### src/rtl/fpga_robots_game_pkg.sv
`default_nettype none
// ============================================================================
// fpga_robots_game_pkg : cell/op codes, play-area geometry, cell I/O states
// Revision 1.0
// ============================================================================
package fpga_robots_game_pkg;

  typedef enum logic [1:0] {
    CELL_EMPTY  = 2'd0,
    CELL_ROBOT  = 2'd1,
    CELL_TRASH  = 2'd2,
    CELL_PLAYER = 2'd3
  } cell_e;

  typedef enum logic [1:0] {
    OP_READ  = 2'd0,
    OP_WRITE = 2'd1,
    OP_CLEAR = 2'd2,
    OP_RSVD  = 2'd3
  } op_e;

  localparam int PA_COLS = 120;
  localparam int PA_ROWS = 96;
  localparam int TM_ROWS = 48;

  typedef enum logic [2:0] {
    ST_IDLE = 3'd0,
    ST_RD   = 3'd1,
    ST_WAIT = 3'd2,
    ST_WR   = 3'd3,
    ST_CLR  = 3'd4,
    ST_ERR  = 3'd5
  } cellio_state_e;

endpackage
`default_nettype wire

### src/rtl/fpga_robots_game_cellio.sv
`default_nettype none
// ============================================================================
// fpga_robots_game_cellio : 2-bit cell read/modify/write and play-area clear
// Revision 1.0
// ============================================================================
module fpga_robots_game_cellio #(
  parameter int PA_COLS = fpga_robots_game_pkg::PA_COLS,
  parameter int PA_ROWS = fpga_robots_game_pkg::PA_ROWS
) (
  input  logic        clk,
  input  logic        rst,
  input  logic        cmd_valid,
  output logic        cmd_ready,
  input  logic [1:0]  cmd_op,
  input  logic [6:0]  cmd_x,
  input  logic [6:0]  cmd_y,
  input  logic [1:0]  cmd_val,
  output logic        rsp_valid,
  output logic [1:0]  rsp_val,
  output logic        rsp_err,
  output logic [12:0] tm_adr,
  output logic [7:0]  tm_wrt,
  output logic        tm_wen,
  input  logic [7:0]  tm_red
);
  import fpga_robots_game_pkg::*;

  localparam logic [6:0] LAST_COL = 7'(PA_COLS - 1);
  localparam logic [5:0] LAST_ROW = 6'(PA_ROWS / 2 - 1);

  cellio_state_e state_q, state_d;
  logic        sel_q, sel_d;
  logic [1:0]  val_q, val_d;
  logic        is_wr_q, is_wr_d;
  logic [5:0]  row_q, row_d;
  logic [6:0]  col_q, col_d;
  logic        rsp_valid_q, rsp_valid_d;
  logic [1:0]  rsp_val_q, rsp_val_d;
  logic        rsp_err_q, rsp_err_d;
  logic [12:0] tm_adr_q, tm_adr_d;
  logic [7:0]  tm_wrt_q, tm_wrt_d;
  logic        tm_wen_q, tm_wen_d;

  logic       accept;
  logic       in_range;
  logic [1:0] old_field;

  assign cmd_ready = (state_q == ST_IDLE) && !rst;

  always_comb begin
    accept    = cmd_valid && cmd_ready;
    in_range  = (int'(cmd_x) < PA_COLS) && (int'(cmd_y) < PA_ROWS);
    old_field = sel_q ? tm_red[3:2] : tm_red[1:0];

    state_d     = state_q;
    sel_d       = sel_q;
    val_d       = val_q;
    is_wr_d     = is_wr_q;
    row_d       = row_q;
    col_d       = col_q;
    rsp_valid_d = 1'b0;
    rsp_val_d   = 2'd0;
    rsp_err_d   = 1'b0;
    tm_adr_d    = tm_adr_q;
    tm_wrt_d    = tm_wrt_q;
    tm_wen_d    = 1'b0;

    case (state_q)
      ST_IDLE: begin
        if (accept) begin
          sel_d   = cmd_y[0];
          val_d   = cmd_val;
          is_wr_d = (cmd_op == OP_WRITE);
          row_d   = 6'd0;
          col_d   = 7'd0;
          if (cmd_op == OP_CLEAR) begin
            state_d = ST_CLR;
          end else if (cmd_op == OP_RSVD || !in_range) begin
            state_d = ST_ERR;
          end else begin
            state_d  = ST_RD;
            tm_adr_d = {cmd_y[6:1], cmd_x};
          end
        end
      end
      ST_RD: state_d = ST_WAIT;
      ST_WAIT: begin
        rsp_valid_d = 1'b1;
        rsp_val_d   = old_field;
        if (is_wr_q) begin
          state_d  = ST_WR;
          tm_wen_d = 1'b1;
          // Only the addressed cell changes; the neighbour and bits [7:4] ride along.
          tm_wrt_d = sel_q ? {tm_red[7:4], val_q, tm_red[1:0]}
                           : {tm_red[7:2], val_q};
        end else begin
          state_d = ST_IDLE;
        end
      end
      ST_WR: state_d = ST_IDLE;
      ST_CLR: begin
        tm_adr_d = {row_q, col_q};
        tm_wrt_d = 8'h00;
        tm_wen_d = 1'b1;
        if (col_q == LAST_COL) begin
          col_d = 7'd0;
          if (row_q == LAST_ROW) begin
            rsp_valid_d = 1'b1;
            state_d     = ST_IDLE;
          end else begin
            row_d = row_q + 6'd1;
          end
        end else begin
          col_d = col_q + 7'd1;
        end
      end
      ST_ERR: begin
        rsp_valid_d = 1'b1;
        rsp_err_d   = 1'b1;
        state_d     = ST_IDLE;
      end
      default: state_d = ST_IDLE;
    endcase
  end

  always_ff @(posedge clk) begin
    if (rst) begin
      state_q     <= ST_IDLE;
      sel_q       <= 1'b0;
      val_q       <= 2'd0;
      is_wr_q     <= 1'b0;
      row_q       <= 6'd0;
      col_q       <= 7'd0;
      rsp_valid_q <= 1'b0;
      rsp_val_q   <= 2'd0;
      rsp_err_q   <= 1'b0;
      tm_adr_q    <= 13'd0;
      tm_wrt_q    <= 8'd0;
      tm_wen_q    <= 1'b0;
    end else begin
      state_q     <= state_d;
      sel_q       <= sel_d;
      val_q       <= val_d;
      is_wr_q     <= is_wr_d;
      row_q       <= row_d;
      col_q       <= col_d;
      rsp_valid_q <= rsp_valid_d;
      rsp_val_q   <= rsp_val_d;
      rsp_err_q   <= rsp_err_d;
      tm_adr_q    <= tm_adr_d;
      tm_wrt_q    <= tm_wrt_d;
      tm_wen_q    <= tm_wen_d;
    end
  end

  assign rsp_valid = rsp_valid_q;
  assign rsp_val   = rsp_val_q;
  assign rsp_err   = rsp_err_q;
  assign tm_adr    = tm_adr_q;
  assign tm_wrt    = tm_wrt_q;
  assign tm_wen    = tm_wen_q;

endmodule
`default_nettype wire

### config.mk
export PLATFORM = sky130hd
export DESIGN_NAME = fpga_robots_game_cellio
export DESIGN_NICKNAME = d
export VERILOG_FILES = /design/src/rtl/fpga_robots_game_pkg.sv /design/src/rtl/fpga_robots_game_cellio.sv
export SDC_FILE = /design/constraint.sdc
export NUM_CORES = 1
export LEC_CHECK = 0
export CORE_ASPECT_RATIO = 1.4
export CORE_MARGIN = 4
export CORE_UTILIZATION = 49
export DETAILED_ROUTE_END_ITERATION = 7
export PLACE_DENSITY_LB_ADDON = 0.3
export REMOVE_ABC_BUFFERS = 1
export SLEW_MARGIN = 10
export SYNTH_ARGS = -nofsm -noshare
export SYNTH_HDL_FRONTEND = slang
export SYNTH_SLANG_ARGS = --single-unit
### constraint.sdc
create_clock -name clk -period 2 [get_ports clk]
set_input_delay 0.2 -clock clk [delete_from_list [all_inputs] [get_ports clk]]
set_output_delay 0.2 -clock clk [all_outputs]
set_load 0.01 [all_outputs]
==> out/summary.txt <==
Setup violations, final -> 0
Post-Synth Simple-Gate Area -> 20.4%
DIE WIDTH -> 65.8 um
placed insts -> 364
Via density -> 5.61
core region area -> 4540 um^2
Final Max Slew Viols -> 0
number of post-CTS setup repair buffers -> 0
die area -> 5850 um^2
multi-input logic area -> 1210 um^2
DRT antenna net count -> 0
Final min period -> 1.88 ns
Avg WL per Cell -> 15.1 um
CP max stage delay -> 0.61 ns
H-tree Lvls -> 2
share of Yosys cell area claimed by the top area cell type -> 40.2%
crit path DAT -> 1.68 ns
MaxCap Viol Count -> 0
Longest Clk Path Bufs -> 2
DR vias -> 2,086
CP Cell Sequence -> clkdlybuf4s50_1, nor4_2, clkdlybuf4s50_1
Max FO, Critical Path -> 7
non-filler cells, final -> 372
Post-Syn Area -> 2290 um^2
CP Buf/Inv Count -> 2
Synth area leaders -> dfxtp_1 40%, a21oi_1 7.0%, mux2i_1 6.6%, a311oi_1 5.0%, nand2_1 3.9%
total track usage -> 20.3%
CP startpoint kind -> input pin
period utilization -> 94.0%
post_cts resized -> 0
Req. time, crit path -> 1.80 ns
leak pwr -> 1.13 nW
Ys Warns -> 0
slew of the pin with the lowest slew margin -> 0.548 ns
Peak VDD IR -> 0.477 mV
top-count cell post-synth -> dfxtp_1
Post-synth ARST share -> 0%
Root Buffer Master -> clkbuf_8
Starting Density -> 50.5%
post-synthesis average cell area -> 9.06 um^2
Detailed Routing Iterations Pass 1 -> 5
register area share after synthesis -> 40.2%
Final Core Density -> 66.3%
largest net degree at the start of global routing -> 22
Sink Count -> 46
vias in the first global route -> 1,976
Inserted Clock Buffers -> 5
commonest cells in the netlist -> 46 x dfxtp_1, 32 x a21oi_1, 24 x nand2_1
CTS Hold Buffers Added -> 0
adder-cell share of the synthesized area -> 1.09%
I/O pin count -> 56
P&R area growth vs syn -> 31.3%
Pwr Density -> 784 nW/um^2
CP max stage cell -> clkdlybuf4s50_1
initial drt markers -> 66
proportion of synthesized area in mux cells -> 8.52%
largest family of logic cells by synthesized area -> compound AO/OA/AOI/OAI gates
initial antenna violation count -> 0
CP most frequent cell -> clkdlybuf4s50_1
Synth Area in Compound Gates -> 22.9%
Final Hold Viols -> 0
total power -> 2.36 mW
outcome -> finished, final reports clean
unrepaired setup endpoints after global routing -> false
port buffer count -> 55
synth unique cells -> 52
f_max -> 532 MHz
Sequential cell area -> 921 um^2
Hold WC Path Type -> input pin to register
Row Count -> 29
share of layout cells above drive strength 1 -> 13.9%
Clock transition at path regs -> 0.08 ns
grt total ovfl -> 0
placer congestion estimate -> 0.806
Gate Count Post-Synth -> 253
first-pass GRT wire length -> 9270 um
family with the most delay on the worst path -> buffers and inverters
Yosys top cell by area -> dfxtp_1
critical path type -> input pin to output pin
Synth Area in XOR/XNOR -> 0%
Slew HR -> 63.3%
Fillers -> 376
Routed WL -> 5630 um
EDFF count, synth -> 0
CTS tree -> yes
worst skew pair latency -> 0.29 ns
DP HPWL -> 4120 um
Layout Skew -> 0.00685 ns
commonest register cell after synthesis -> dfxtp_1
n_diodes -> 0
Nets -> 340
Residual DRC -> 0
Yosys reg bits -> 46
Die H -> 88.9 um
Setup crit end kind -> output pin
[stage by stage]
stage / area [um^2] / hold WS [ns] / setup TNS [ns] / worst slack (ns)
3_5_place_dp: 2900 / 0.446 / 0 / 0.108
2_1_floorplan: 2150 / 0.269 / -0.104 / -0.104
5_1_grt: 3010 / 0.449 / 0 / 0.0338
6_report: 3010 / 0.446 / 0 / 0.119
3_3_place_gp: 2900 / 0.446 / 0 / 0.120
4_1_cts: 3010 / 0.435 / 0 / 0.0991
[final timing paths]
path / startpoint / to / slack [ns] / cells past startpoint
worst max register to register: state_q[1] / tm_adr[11] / 0.29 / 4
worst min register to register: tm_wrt[6] / tm_wrt[6] / 0.47 / 2
worst max-delay path: rst / cmd_ready / 0.12 / 3
worst min-delay path: cmd_val[1] / val_q[1] / 0.45 / 3
[worst reg2reg max path: stages (launching register included)]
cell	delay [ns]
dfxtp_1	0.39
or3b_1	0.55
buf_4	0.27
mux2i_1	0.15
a311oi_1	0.27
[final cells by class]
cell class	count	area share [%]
clock buffer	7	2.54
clock inverter	1	0.998
inverter	6	0.748
multi-input combinational	179	40.2
sequential	46	30.6
tap	62	2.58
timing repair buffer	71	22.3
[layout by cell type, fill, tap and decap left out, types with 2 or more instances in the layout]
| master | count |
|---|---|
| nor2_2 | 2 |
| ha_1 | 2 |
| nor3_2 | 3 |
| nand4_1 | 2 |
| nand2b_1 | 2 |
| a311oi_1 | 13 |
| clkbuf_8 | 5 |
| nor2_1 | 8 |
| buf_4 | 16 |
| nand3_1 | 17 |
| o21ai_1 | 2 |
| and4_1 | 2 |
| nand2_1 | 24 |
| a31oi_1 | 4 |
| and3_1 | 2 |
| a311o_1 | 2 |
| a21oi_1 | 32 |
| clkdlybuf4s50_1 | 55 |
| o21ai_0 | 6 |
| mux2i_1 | 15 |
| mux2_2 | 4 |
| nand3b_1 | 2 |
| a211oi_1 | 2 |
| and4b_4 | 2 |
| inv_1 | 6 |
| clkbuf_1 | 2 |
| dfxtp_1 | 46 |
| and2_1 | 3 |
| nor3_1 | 4 |
| o41ai_2 | 2 |
[registers in the layout, summed over array words and instances (netlist names), 2 cells and up]
| name | count |
|---|---|
| col_q | 7 |
| tm_wrt | 8 |
| val_q | 2 |
| tm_adr | 13 |
| rsp_val | 2 |
| state_q | 3 |
| row_q | 6 |
[kinds of logic (layout without fill, tap and decap cells)]
family,Yosys count,in the layout
buffers and inverters,28,85
flip-flops,46,46
adder cells (fa/ha/maj),2,2
AND/OR/NAND/NOR,82,82
multiplexers,19,19
AO/OA/AOI/OAI,76,76
[routing by layer]
metal  track usage [%]  share of wire [%]
met5                 0                  0
met2              37.0                 50
met4              8.49                1.7
met1              22.8                 43
met3              4.28                5.4
[power by group]
part / leakage, nW / switching (mW) / internal, mW / total (mW)
clock network: 0.0524 / 0.296 / 0.374 / 0.670
logic: 0.708 / 0.324 / 0.326 / 0.650
registers: 0.374 / 0.0538 / 0.987 / 1.04
Note: power is estimated with default switching activity, not from simulation.
